`src/rtl/flit_send_arbiter.sv`:
```
`default_nettype none
// ============================================================================
// Module      : flit_send_arbiter
// Description : Shares one router send port among NUM_REQ requesters.
//               Keeps one credit counter per VC and grants round-robin
//               among requesters whose target VC has credit. Flit
//               acceptance and injection happen in the same cycle.
//               Optional macro FLIT_ARB_PACKET_LOCK_EN holds the port
//               for one requester until its packet tail has been sent.
// Revision    : 1.0 - initial release
// ============================================================================
module flit_send_arbiter #(
  parameter int NUM_REQ    = 4,
  parameter int VC_BITS    = 2,
  parameter int FLIT_WIDTH = 261,
  parameter int CREDITS    = 8
) (
  input  logic                          CLK,
  input  logic                          RST,
  input  logic [NUM_REQ*FLIT_WIDTH-1:0] req_flit,
  input  logic [NUM_REQ*VC_BITS-1:0]    req_vc,
  input  logic [NUM_REQ-1:0]            req_last,
  input  logic [NUM_REQ-1:0]            req_valid,
  output logic [NUM_REQ-1:0]            req_ready,
  output logic [FLIT_WIDTH-1:0]         send_ports_putFlit_flit_in,
  output logic                          EN_send_ports_putFlit,
  input  logic [VC_BITS:0]              send_ports_getCredits,
  output logic                          EN_send_ports_getCredits,
  output logic                          err_credit_overflow
);

  localparam int c_NUM_VCS = 2**VC_BITS;
  localparam int c_CW      = $clog2(CREDITS) + 1;
  localparam int c_IW      = (NUM_REQ > 1) ? $clog2(NUM_REQ) : 1;

  localparam logic [c_CW-1:0] c_CREDITS_MAX = c_CW'(CREDITS);
  localparam logic [c_CW-1:0] c_CREDIT_ONE  = c_CW'(1);
  localparam logic [c_IW-1:0] c_RR_RESET    = c_IW'(NUM_REQ - 1);

  // Per-requester views of the flattened input buses (flit without its valid MSB)
  logic [FLIT_WIDTH-2:0] w_flit [NUM_REQ];
  logic [VC_BITS-1:0]    w_vc   [NUM_REQ];

  // Arbitration
  logic [NUM_REQ-1:0]    w_lock_mask;
  logic [NUM_REQ-1:0]    w_elig;
  logic                  w_gnt_found;
  logic [c_IW-1:0]       w_gnt_idx;
  logic                  w_fire;
  logic [VC_BITS-1:0]    w_gnt_vc;
  logic [FLIT_WIDTH-2:0] w_gnt_flit;
  logic [c_IW-1:0]       r_rr_ptr;

  // Credit tracking
  logic                  w_ret_valid;
  logic [VC_BITS-1:0]    w_ret_vc;
  logic [c_NUM_VCS-1:0]  w_send_hit;
  logic [c_NUM_VCS-1:0]  w_ret_hit;
  logic [c_CW-1:0]       r_credit     [c_NUM_VCS];
  logic [c_CW-1:0]       w_credit_nxt [c_NUM_VCS];
  logic                  w_ovf_evt;
  logic                  r_err_ovf;

  // The flit MSB is replaced by our own valid bit; req_last is only
  // consulted when packet locking is built in.
  logic                  w_unused;
  assign w_unused = ^{req_flit, req_last};

  // --------------------------------------------------------------------------
  // Slice the flattened requester buses and form eligibility
  // --------------------------------------------------------------------------
  for (genvar i = 0; i < NUM_REQ; i++) begin : g_req
    assign w_flit[i] = req_flit[i*FLIT_WIDTH +: FLIT_WIDTH-1];
    assign w_vc[i]   = req_vc[i*VC_BITS +: VC_BITS];
    assign w_elig[i] = req_valid[i] && (r_credit[w_vc[i]] != '0) && w_lock_mask[i];
  end

`ifdef FLIT_ARB_PACKET_LOCK_EN
  // --------------------------------------------------------------------------
  // Packet lock: once a non-tail flit is sent, only its owner may use the
  // port until the owner's tail flit goes out.
  // --------------------------------------------------------------------------
  typedef enum logic [0:0] {
    ST_IDLE   = 1'b0,
    ST_LOCKED = 1'b1
  } lock_state_t;

  lock_state_t     r_lock_state;
  logic [c_IW-1:0] r_lock_idx;
  logic            w_lock_active;

  assign w_lock_active = (r_lock_state == ST_LOCKED);

  for (genvar i = 0; i < NUM_REQ; i++) begin : g_lock_mask
    assign w_lock_mask[i] = !w_lock_active || (r_lock_idx == c_IW'(i));
  end

  // Lock FSM: enter on a non-tail fire, leave when the owner's tail fires
  always_ff @(posedge CLK or posedge RST) begin
    if (RST) begin
      r_lock_state <= ST_IDLE;
      r_lock_idx   <= '0;
    end else begin
      case (r_lock_state)
        ST_IDLE: begin
          if (w_fire && !req_last[w_gnt_idx]) begin
            r_lock_state <= ST_LOCKED;
            r_lock_idx   <= w_gnt_idx;
          end
        end
        ST_LOCKED: begin
          // Only the owner is eligible here, so any fire is the owner's.
          if (w_fire && req_last[w_gnt_idx]) begin
            r_lock_state <= ST_IDLE;
          end
        end
        default: begin
          r_lock_state <= ST_IDLE;
        end
      endcase
    end
  end
`else
  // Flit-level arbitration: every requester competes on every cycle
  assign w_lock_mask = '1;
`endif

  // --------------------------------------------------------------------------
  // Round-robin pick: first eligible index after the last granted one
  // --------------------------------------------------------------------------
  // Scan rr_ptr+1 .. rr_ptr+NUM_REQ (mod NUM_REQ) and take the first hit
  always_comb begin
    int idx;
    idx         = 0;
    w_gnt_found = 1'b0;
    w_gnt_idx   = r_rr_ptr;
    for (int k = 1; k <= NUM_REQ; k++) begin
      idx = int'(r_rr_ptr) + k;
      if (idx >= NUM_REQ) begin
        idx = idx - NUM_REQ;
      end
      if (!w_gnt_found && w_elig[c_IW'(idx)]) begin
        w_gnt_found = 1'b1;
        w_gnt_idx   = c_IW'(idx);
      end
    end
  end

  // Reset gates the handshake combinationally so it drops without a clock
  assign w_fire     = w_gnt_found && !RST;
  assign w_gnt_vc   = w_vc[w_gnt_idx];
  assign w_gnt_flit = w_flit[w_gnt_idx];

  // One-hot ready to the granted requester only
  always_comb begin
    req_ready = '0;
    if (w_fire) begin
      req_ready[w_gnt_idx] = 1'b1;
    end
  end

  assign EN_send_ports_putFlit      = w_fire;
  assign send_ports_putFlit_flit_in = {w_fire, w_gnt_flit};
  assign EN_send_ports_getCredits   = !RST;
  assign err_credit_overflow        = r_err_ovf;

  // --------------------------------------------------------------------------
  // Credit accounting
  // --------------------------------------------------------------------------
  assign w_ret_valid = send_ports_getCredits[VC_BITS];
  assign w_ret_vc    = send_ports_getCredits[VC_BITS-1:0];

  for (genvar v = 0; v < c_NUM_VCS; v++) begin : g_vc_hit
    assign w_send_hit[v] = w_fire      && (w_gnt_vc == VC_BITS'(v));
    assign w_ret_hit[v]  = w_ret_valid && (w_ret_vc == VC_BITS'(v));
  end

  // Next credit per VC; a send and a return on the same VC cancel out,
  // and a return to a full counter is dropped and flagged
  always_comb begin
    w_ovf_evt = 1'b0;
    for (int v = 0; v < c_NUM_VCS; v++) begin
      w_credit_nxt[v] = r_credit[v];
      if (w_send_hit[v] && !w_ret_hit[v]) begin
        w_credit_nxt[v] = r_credit[v] - c_CREDIT_ONE;
      end else if (w_ret_hit[v] && !w_send_hit[v]) begin
        if (r_credit[v] == c_CREDITS_MAX) begin
          w_ovf_evt = 1'b1;
        end else begin
          w_credit_nxt[v] = r_credit[v] + c_CREDIT_ONE;
        end
      end
    end
  end

  // Credit counters, round-robin pointer and sticky overflow flag
  always_ff @(posedge CLK or posedge RST) begin
    if (RST) begin
      for (int v = 0; v < c_NUM_VCS; v++) begin
        r_credit[v] <= c_CREDITS_MAX;
      end
      r_rr_ptr  <= c_RR_RESET;
      r_err_ovf <= 1'b0;
    end else begin
      for (int v = 0; v < c_NUM_VCS; v++) begin
        r_credit[v] <= w_credit_nxt[v];
      end
      if (w_fire) begin
        r_rr_ptr <= w_gnt_idx;
      end
      if (w_ovf_evt) begin
        r_err_ovf <= 1'b1;
      end
    end
  end

endmodule
`default_nettype wire

```
`config.mk`:
```
export PLATFORM = sky130hd
export DESIGN_NAME = flit_send_arbiter
export DESIGN_NICKNAME = d
export VERILOG_FILES = /design/src/rtl/flit_send_arbiter.sv
export SDC_FILE = /design/constraint.sdc
export NUM_CORES = 1
export LEC_CHECK = 0
export CORE_AREA = 8 8 506 508
export CTS_BUF_LIST = sky130_fd_sc_hd__clkbuf_16
export DETAILED_ROUTE_END_ITERATION = 10
export DIE_AREA = 0 0 514 516
export PLACE_DENSITY_LB_ADDON = 0.2
export RECOVER_POWER = 25
export SLEW_MARGIN = 20
export SYNTH_ARGS = -nofsm -noshare
export SYNTH_HDL_FRONTEND = slang
export SYNTH_SLANG_ARGS = --single-unit
```
`constraint.sdc`:
```
create_clock -name CLK -period 4.5 [get_ports CLK]
set_clock_uncertainty 0.15 [all_clocks]
set_input_delay 1.125 -clock CLK [delete_from_list [all_inputs] [get_ports CLK]]
set_output_delay 1.125 -clock CLK [all_outputs]
set_load 0.01 [all_outputs]
```
## Yosys cells after proc, flatten, opt, wreduce, memory -nomap -nowiden

Cells that the tools add are included.

- Register bits: 19
- Bits in latches: 0
- Bits in writable memories: 0
- Memory bits (read-only): 0
- Word-level logic and storage cells: 176
- Memories: 0

- Add/subtract/negate cells: 16
- $mul: 0
- Div/mod/pow operators: 0
- $lt $le $gt $ge: 15
- Eq/ne operators: 14
- Shift operators: 0
- Multiplexer cells: 69
- Bitwise logic cells: 5
- Reduce and logical (&&, ||, !) cells: 51

Operators by type and width:

| operator | count |
|---|---|
| binary-select mux 260 bit (select 2 bit) | 1 |
| 2-to-1 mux 260 bit | 2 |
| 2-to-1 mux 4 bit | 21 |
| binary-select mux 4 bit (select 2 bit) | 4 |
| logical AND 1 bit | 25 |
| 2-to-1 mux 1 bit | 25 |
| >= comparator 3 bit (second input constant) | 8 |
| 2-to-1 mux 2 bit | 10 |
| adder 4 x 1 -> 4 bit (second input constant) | 4 |
| equality test 4 bit (second input constant) | 4 |
| less-than comparator 2 x 4 -> 1 bit (second input constant) | 4 |
| nonzero test 4 bit | 4 |
| subtractor 4 x 1 -> 4 bit (second input constant) | 4 |
| NOT 2 -> 3 bit | 5 |
| logical NOT 1 bit | 12 |
| binary-select mux 1 bit (select 2 bit) | 4 |
| equality test 2 bit (second input constant) | 4 |
| != test 2 bit (second input constant) | 4 |
| AND reduction 2 bit | 4 |
| nonzero test 2 bit | 4 |
| subtractor 2 x 1 -> 2 bit (second input constant) | 4 |
| adder 2 x 2 -> 3 bit (second input constant) | 2 |
| adder 2 x 3 -> 4 bit (second input constant) | 1 |
| binary-select mux 2 bit (select 2 bit) | 1 |
| 7 further kinds | 9 |

## Depth between registers and ports, before layout

Gate-level depths: netlist of run 1.

- Depth after elaboration: 38
- Mapped depth: 16

## Worst setup path before layout of run 1

No wires, ideal clock.

- Kind: input -> register
- Start point: input req_vc[6]
- End point: register r_credit[3] (netlist name)
- Library setup time: 0.075 ns
- Arrival time: 4.427 ns
- Data required time: 4.275 ns
- Setup slack: -0.153 ns
- Stages on the path: 16
- Cells stage by stage: nand2b_1 > o22ai_1 > a311oi_1 > or3b_1 > and4_1 > buf_6 > and3_4 > or4_4 > and3_1 > ha_1 > ha_1 > a21o_1 > a21oi_1 > xnor2_1 > nand2_1 > xnor2_1

- Word-level cells in the longest chain between the ends: 29

Ends and longest elaborated chain:

| item | RTL line | RTL |
|---|---|---|
| start: declaration | 21 | `input logic [NUM_REQ*VC_BITS-1:0] req_vc,` |
| NOT 2 -> 3 bit (implied by the code) | 75 | `assign w_elig[i] = req_valid[i] && (r_credit[w_vc[i]] != '0) && w_lock_mask[i];` |
| binary-select mux 4 bit (select 2 bit) | 75 |  |
| 2-to-1 mux 4 bit (implied by the code) (2 in a row) | 75 |  |
| nonzero test 4 bit | 75 |  |
| logical AND 1 bit | 75 |  |
| binary-select mux 1 bit (select 2 bit) | 142 | `if (!w_gnt_found && w_elig[c_IW'(idx)]) begin` |
| 2-to-1 mux 1 bit (implied by the code) (2 in a row) | 142 |  |
| 2-to-1 mux 1 bit | 142 |  |
| (+10 left out) | -- |  |
| binary-select mux 2 bit (select 2 bit) | 151 | `assign w_gnt_vc = w_vc[w_gnt_idx];` |
| 2-to-1 mux 2 bit (implied by the code) (2 in a row) | 151 |  |
| equality test 2 bit | 174 | `assign w_send_hit[v] = w_fire && (w_gnt_vc == VC_BITS'(v));` |
| logical AND 1 bit (*) | 174 |  |
| logical NOT 1 bit | 186 | `end else if (w_ret_hit[v] && !w_send_hit[v]) begin` |
| logical AND 1 bit | 186 |  |
| nonzero test 2 bit (no source line) | -- |  |
| AND reduction 2 bit (no source line) | -- |  |
| end signal: indexed assignment | 200 | `r_credit[v] <= c_CREDITS_MAX;` |
| end signal: indexed assignment | 206 | `r_credit[v] <= w_credit_nxt[v];` |
| end: declaration | 59 | `logic [c_CW-1:0] r_credit [c_NUM_VCS];` |

Mark *: on every way between the ends. The rest lies on a longest branch, timed or not. The select of a mux whose other input is x is not followed.
A chain may end at the register's enable or synchronous reset.

## Worst setup path after layout of run 1

- Start point: input req_vc[6]
- End point: output send_ports_putFlit_flit_in[155]

- Word-level cells in the longest chain between the ends: 23

Ends and longest elaborated chain:

| item | RTL line | RTL |
|---|---|---|
| NOT 2 -> 3 bit (implied by the code) (*) | 75 |  |
| binary-select mux 4 bit (select 2 bit) (*) | 75 |  |
| 2-to-1 mux 4 bit (implied by the code) (*) (2 in a row) | 75 |  |
| nonzero test 4 bit (*) | 75 |  |
| logical AND 1 bit (*) | 75 |  |
| binary-select mux 1 bit (select 2 bit) | 142 |  |
| 2-to-1 mux 1 bit (implied by the code) (2 in a row) | 142 |  |
| 2-to-1 mux 1 bit | 142 |  |
| (+4 left out) | -- |  |
| logical AND 1 bit | 142 |  |
| 2-to-1 mux 1 bit | 142 |  |
| logical NOT 1 bit | 142 |  |
| logical AND 1 bit | 142 |  |
| 2-to-1 mux 2 bit (*) | 142 |  |
| NOT 2 -> 3 bit (implied by the code) (*) | 152 | `assign w_gnt_flit = w_flit[w_gnt_idx];` |
| binary-select mux 260 bit (select 2 bit) (*) | 152 |  |
| 2-to-1 mux 260 bit (implied by the code) (*) (2 in a row) | 152 |  |
| end: declaration | 25 | `output logic [FLIT_WIDTH-1:0] send_ports_putFlit_flit_in,` |

Marked as above.

==> results of run 1 <==
[registers in the layout, indices dropped and copies added, names as in the netlist]
name and count:
err_credit_overflow 1, r_credit 16, r_rr_ptr 2
[cells in the final DEF, fill, tap and decap left out, types with 3 or more instances in the layout]
cell type,Yosys,routed
buf_2,31,30
o21ai_2,1,3
and3_4,1,4
diode_2,0,56
buf_12,0,59
nor2_2,0,3
or4_4,3,4
clkbuf_2,0,16
buf_8,0,18
dfstp_2,6,6
nor4_4,0,3
nand3_1,5,5
dfrtp_1,13,13
dlymetal6s2s_1,0,3
bufbuf_16,0,3
o21ai_1,0,5
nor2_1,12,9
fa_2,0,3
mux2i_4,0,3
a21o_1,6,5
mux4_2,260,260
buf_4,7,116
ha_1,16,11
xnor2_1,11,11
clkdlybuf4s50_1,0,1045
dlygate4sd2_1,0,4
ha_4,0,3
o21ai_0,10,3
clkbuf_16,0,14
inv_1,22,21
buf_16,0,42
nor4_1,6,3
a21oi_2,0,4
buf_6,1,227
nand2b_4,0,4
nand2_1,18,16
clkdlybuf4s15_2,0,8
[layer usage]
layer | vias to the layer above | GRT usage [%]
met4 | 140 | 1.14
met1 | 7745 | 21.1
met3 | 458 | 10.1
li1 | 5582 | -
met2 | 1501 | 29.2
met5 | - | 0
[critical path, delay by kind of cell]
family	cells	cell delay, ps
AO/OA/AOI/OAI	2	350
multiplexers	1	450
AND/OR/NAND/NOR	3	730
buffers and inverters	7	980
[Yosys cell counts (3+ instances only)]
library cell    n
a21boi_0        3
a21o_1          6
a21oi_1         8
and3_1          3
buf_1           8
buf_2          31
buf_4           7
clkbuf_1       13
dfrtp_1        13
dfstp_2         6
fa_1            4
ha_1           16
inv_1          22
mux2i_1         5
mux4_2        260
nand2_1        18
nand2b_1        5
nand3_1         5
nor2_1         12
nor3_1          4
nor4_1          6
o21ai_0        10
or4_4           3
xnor2_1        11
xor2_1          4
[metrics by stage]
step / hold WS (ps) / power (mW) / cell area (um^2)
4_1_cts: 395 / 23.2 / 28400
2_1_floorplan: 323 / 7.23 / 7900
5_1_grt: 447 / 25.6 / 29500
6_report: 400 / 24.3 / 29700
3_5_place_dp: 381 / 18.8 / 26000
3_3_place_gp: 385 / 19.0 / 26000
[power by group through the flow]
stage | Combinational [mW] | Sequential [mW] | Clock [mW]
3_5_place_dp | 18.5 | 0.334 | 0
3_3_place_gp | 18.6 | 0.336 | 0
5_1_grt | 25.0 | 0.346 | 0.199
4_1_cts | 22.7 | 0.336 | 0.194
2_1_floorplan | 6.87 | 0.353 | 0
6_report | 23.8 | 0.335 | 0.187
[how the worst max path moves through the flow]
stage                                 start                              end  cells after the start  slack (ps)
floorplan                         req_vc[6]          r_credit[3]$_DFFE_PP1P_                     16           2
global placement                  req_vc[4]   send_ports_putFlit_flit_in[75]                     12       -1490
detailed placement                req_vc[4]   send_ports_putFlit_flit_in[75]                     12       -1370
CTS                 r_credit[4]$_DFFE_PP0P_  send_ports_putFlit_flit_in[155]                     13        -530
global route        r_credit[2]$_DFFE_PP0P_  send_ports_putFlit_flit_in[157]                     13        -550
finish                            req_vc[6]  send_ports_putFlit_flit_in[155]                     13        -460
[what timing repair did]
item	in CTS	in global routing
gates resized for setup	775	287
gates cloned	31	11
hold endpoints to repair	0	0
setup buffers	73	58
pin swaps	13	35
endpoints found under the setup margin	283	283
[cells by family after synthesis]
kind of cell,count (synthesis)
mux,265
buf+inv,82
simple gates,73
compound gates,45
fa+ha+maj,20
flops,19
xor+xnor,15
[layout make-up]
type | count | area (um^2)
antenna | 56 | 140
multi-input combinational | 418 | 7430
fill | 28400 | 218000
clock inverter | 1 | 3.75
timing repair buffer | 1587 | 17300
inverter | 22 | 82.6
clock buffer | 3 | 75.1
sequential | 19 | 483
tap | 3330 | 4170
==> reports/results.ini, run 1 <==
[route]
wl_met1_um=98400
highest-signal-layer=met5
drc=0
via_per_inst=2.84
wl_met2_um=114000
route.met3.wl_um=34000
ant_nets=0
wire_per_inst_um=46.3
dr.first_iter.drc_count=1226
first_pass_iters=5
routed_wl_um=252000
vias=15400

[setup_path]
required_ps=3220
reg2regPathDepth=20
cpPeakStageDelay_ps=450
crit_top_cell=buf_12
timing.rr.end=r_credit[3]$_DFFE_PP1P_
crit_path_cell_trace=buf_6, nand2b_4, o22ai_2, a311oi_2, or3b_1, and4_4, buf_12, buf_12, buf_12, buf_12, buf_16, mux4_2, buf_6
crit_arrival_ps=3680
worst_setup_path_end_kind=output port
critPathMaxFanout=8
worstReg2RegStart=r_credit[2]$_DFFE_PP0P_
r2r_slack_ps=-270
setup.worst_path.start_class=primary input
critPathSlowestCell=mux4_2
criticalPathCategory=in -> out

[sta]
setup_ws_ps=-460
finalSetupTns_ps=-85080
setup_viol=275
drv_slew=0
rsz0062_at_grt=true
worstMarginPinSlew_ps=1100
finalCritPeriodShare_pct=110
fmax_mhz=202
slew_headroom_pct=26.4
hold_viol=0
min_period_ps=4960

[clock_network]
cts_tree=yes
clkTransAtPathRegs_ps=60
htreeDepth=1
cts_buffers=3
cts.sinks=19
clk_latency_ps=250
cts_root_buffer=clkbuf_16
ctsHoldBuffers=0
cts_buffer_depth=2

[synth]
synth_edf_count=0
ys_seq_area_share_pct=6.12
synth_top_area_share_pct=74.2
synth_xor_area_share_pct=1.66
synthSimpleGateAreaFrac_pct=5.18
synthMuxAreaShare_pct=74.8
syn_avg_cell_area_um2=15.2
synth_ff_type=dfrtp_1
syn_area_um2=7890
synth_top_family_by_area=multiplexers
synth_fa_ha_area_share_pct=3.55
async_flop_share_pct=100
synthesis.nets=1604
synth_compound_area_share_pct=3.85
synth.area.top_cells=mux4_2, dfrtp_1, ha_1, dfstp_2, buf_2
synth-seq-cells=19
yosys_warnings=0
synth_cell_type_count=50
yosys.area.top_type=mux4_2
synth_cells=519

[grt]
grt_use_total_pct=17.8
antenna_found_initial=310
grt_pass1_vias=14700
grt_max_degree=22
grt_pass1_wl_um=283000
overflow=0

[power_and_ir_drop]
power_leakage_nw=10.3
p_switching_mw=11.7
internal_power_mw=12.7
clkPwrFrac_pct=0.8
switching_share_pct=47.9
pwr-share-comb_pct=97.9
powerDensity_nw_per_um2=820
sequentialPowerShare_pct=1.4
ir_worst_vdd_mv=0.371

[status]
violations=negative setup slack
outcome=finished, violations left

[cells_and_area]
fin_cells=5436
fin_nets=3136
finish.utilization_pct=12.0
drive_above_1_share_pct=42.1
areaGrowthSynthToFinish_pct=276

[die]
start_util_pct=3.19
die_x_um=514
die_y_um=516
ios=1333
std_cell_rows=183
core_region_area_um2=248000
die_area_um2=265000

[min_path]
whs_path_depth=2
min_to=r_rr_ptr[0]$_DFFE_PP1P_
hold_path.class=reg -> reg
hold_start=r_rr_ptr[0]$_DFFE_PP1P_

[flow_run]
maxCapViolations=0

[place]
detailedPlace.worstSlack_ps=-1370
portBuffers=1324
place_congestion=0.940
dp_hpwl_um=229000
dp_cells=5221

Power figures use the tool's default switching activity.
==> inputs of run 2 (changes only) <==
--- a/config.mk
+++ b/config.mk
@@ -5,10 +5,12 @@
 export SDC_FILE = /design/constraint.sdc
 export NUM_CORES = 1
 export LEC_CHECK = 0
+export ABC_AREA = 1
 export CORE_AREA = 8 8 506 508
 export CTS_BUF_LIST = sky130_fd_sc_hd__clkbuf_16
 export DETAILED_ROUTE_END_ITERATION = 10
 export DIE_AREA = 0 0 514 516
+export HOLD_SLACK_MARGIN = 0.08
 export PLACE_DENSITY_LB_ADDON = 0.2
 export RECOVER_POWER = 25
 export SLEW_MARGIN = 20
==> run 2 against run 1 <==
Net effect:
- the flow still finishes with violations (negative setup slack)
- worst hold slack worse by 39 ps
- die area unchanged
- flip-flop and latch count unchanged
- cell count up 32%
- non-clock buffer count up 159
- sequential share of layout area down 0.39 points
- cell area up 32%
- synthesized cell count rose to 4.3 times the previous value
- area after synthesis up 27%
- first-iteration DRC count up 2.5%
- routed wire length down 8.9%
- largest cell class unchanged
==> reports/results.ini, run 2 <==
[status]
outcome=finished, violations left
violations=negative setup slack

[place]
dp_hpwl_um=195000
place_congestion=0.952
portBuffers=1324
dp_cells=6934

[cells_and_area]
fin_nets=4930
multiInputGateArea_um2=13400
largest_register_ffs=16
fill_cells=28500
areaGrowthSynthToFinish_pct=290
final_cell_mix=nand2_1, clkdlybuf4s50_1, nand2_2
final_common_cell=nand2_1
drive_above_1_share_pct=38.4
regMostFlops=r_credit
fin_cells=7198
regArea_um2=483

[clock_network]
cts_root_buffer=clkbuf_16
htreeDepth=1
cts.sinks=19
cts_tree=yes
clk_latency_ps=260
clkTransAtPathRegs_ps=60
cts_buffers=3
cts_buffer_depth=2

[sta]
finalCritPeriodShare_pct=106
setup_ws_ps=-248
setup_viol=257
rsz0062_at_grt=true
fmax_mhz=211
drv_slew=0
min_period_ps=4750
finalSetupTns_ps=-32220
worstMarginPinSlew_ps=439
slew_headroom_pct=70.5
hold_viol=0

[setup_path]
crit_arrival_ps=3470
criticalPathCategory=in -> out
cpPeakStageDelay_ps=190
crit_path_cell_trace=buf_8, inv_6, nand2_4, nand3_4, nand4_1, nand3_2, nand2_4, nand3_4, nand2_4, nand2_8, clkinv_8, nor2_8, buf_6, buf_12, buf_12, buf_12, buf_8, nand2_4, nand3_4, buf_12
critPathMaxFanout=7
critPathSlowestCell=nand4_1
setup.worst_path.start_class=primary input
required_ps=3220
worst_setup_path_end_kind=output port

[synth]
synth.most_common_cell=nand2_1
synth.area.top_cells=nand2_1, nand3_1, buf_2, dfrtp_1, ha_1
synth_common_cells=nand2_1, nand3_1, buf_2
async_flop_share_pct=100
synth_ff_type=dfrtp_1
synth_cells=2240
syn_avg_cell_area_um2=4.48
synthesis.nets=3325
syn_area_um2=10000
ys_seq_area_share_pct=4.82
synth-seq-cells=19
yosys_warnings=0
synth_cell_type_count=36
yosys.area.top_type=nand2_1
synth_top_area_share_pct=60.6
synth_edf_count=0

[route]
wl_met1_um=91400
highest-signal-layer=met5
ant_nets=0
routed_wl_um=229000
vias=22600
via_per_inst=3.14
first_pass_iters=5
dr.first_iter.drc_count=1257
wl_met2_um=107000
wire_per_inst_um=31.9
drc=0
route.met3.wl_um=27500

[die]
die_area_um2=265000
die_y_um=516
core_region_area_um2=248000
die_x_um=514
start_util_pct=4.05
ios=1333
std_cell_rows=183

[grt]
grt_pass1_wl_um=275000
grt_pass1_vias=23400
overflow=0
grt_use_total_pct=15.9
antenna_found_initial=146
grt_max_degree=37

[min_path]
hold_path.class=reg -> reg

[flow_run]
maxCapViolations=0

run 2: cell count changes in the layout (fill, tap and decap cells not counted), moves of 132 or more:
| cell | before | now |
|---|---|---|
| nand2_1 | 16 | 1172 |
| mux4_2 | 260 | 0 |
| nand2_2 | 2 | 235 |
| nand2_4 | 0 | 208 |
| buf_12 | 59 | 219 |
| nand3_4 | 0 | 138 |
| nand3_2 | 0 | 132 |
run 2: through the flow:
step           instance area [um^2]  util, %  setup WS (ps)  hold WS [ps]
6_report                      39100     15.8           -248           361
3_5_place_dp                  29800     12.0          -1400           354
5_1_grt                       39000     15.8           -353           396
4_1_cts                       35200     14.2           -281           367
2_1_floorplan                 10000        -            534           328
3_3_place_gp                  29800     12.0          -1410           354
run 2: worst paths after layout:
kind / from / endpoint / slack (ps) / depth (start not counted)
min: r_credit[3]$_DFFE_PP1P_ / r_credit[3]$_DFFE_PP1P_ / 360 / 2
max in group asynchronous: RST / r_rr_ptr[0]$_DFFE_PP1P_ / 2540 / 3
min reg2reg: r_credit[3]$_DFFE_PP1P_ / r_credit[3]$_DFFE_PP1P_ / 360 / 2
min in group asynchronous: RST / r_credit[4]$_DFFE_PP0P_ / 1360 / 3
max reg2reg: r_credit[3]$_DFFE_PP1P_ / r_credit[15]$_DFFE_PP1P_ / 340 / 29
max: req_vc[0] / send_ports_putFlit_flit_in[132] / -250 / 20
run 2: layer usage:
metal / up-vias / global-route usage [%]
li1: 10200 / -
met4: 106 / 0.584
met2: 1227 / 27.0
met5: - / 0
met3: 275 / 8.04
met1: 10800 / 18.9
run 2: what timing repair did:
item | 4_1_cts | 5_1_grt
hold buffers | 0 | 0
cloned | 34 | 26
buffers inserted | 134 | 72
endpoints found under the setup margin | 283 | 282
resized for setup | 1330 | 742
pin swaps | 98 | 131
run 2: kinds of logic (layout without fill, tap and decap cells):
logic type      count (synthesis)  in the layout  synth area share (%)
xor+xnor                       13             13                  1.21
flops                          19             19                  4.82
compound gates                 27             27                  1.53
other cells                     0             24                     0
fa+ha+maj                      20             20                  2.80
buf+inv                       187           1791                  10.2
simple gates                 1974           1974                  79.5
run 2: layout make-up:
class | count | share of cell area (%)
Sequential cell | 19 | 1.24
Antenna cell | 24 | 0.154
Inverter | 41 | 0.496
Timing Repair Buffer | 1746 | 53.0
Clock inverter | 1 | 0.0128
Tap cell | 3330 | 10.7
Clock buffer | 3 | 0.192
Multi-Input combinational cell | 2034 | 34.2
run 2: critical path, delay by kind of cell:
family / cells / cell delay, ps
simple gates: 11 / 1190
buf+inv: 9 / 1080
Power of run 2 is not shown: default switching activity piles up to over one toggle a cycle in this logic, so the estimate is an artifact.
==> inputs of run 3 (changes only) <==
--- a/config.mk
+++ b/config.mk
@@ -8,6 +8,7 @@
 export ABC_AREA = 1
 export CORE_AREA = 8 8 506 508
 export CTS_BUF_LIST = sky130_fd_sc_hd__clkbuf_16
+export CTS_CLUSTER_SIZE = 30
 export DETAILED_ROUTE_END_ITERATION = 10
 export DIE_AREA = 0 0 514 516
 export HOLD_SLACK_MARGIN = 0.08
==> results of run 3 <==
No change in the layout: final DEF, timing and power equal those of run 2.
Power of run 3 is left out for the same reason.
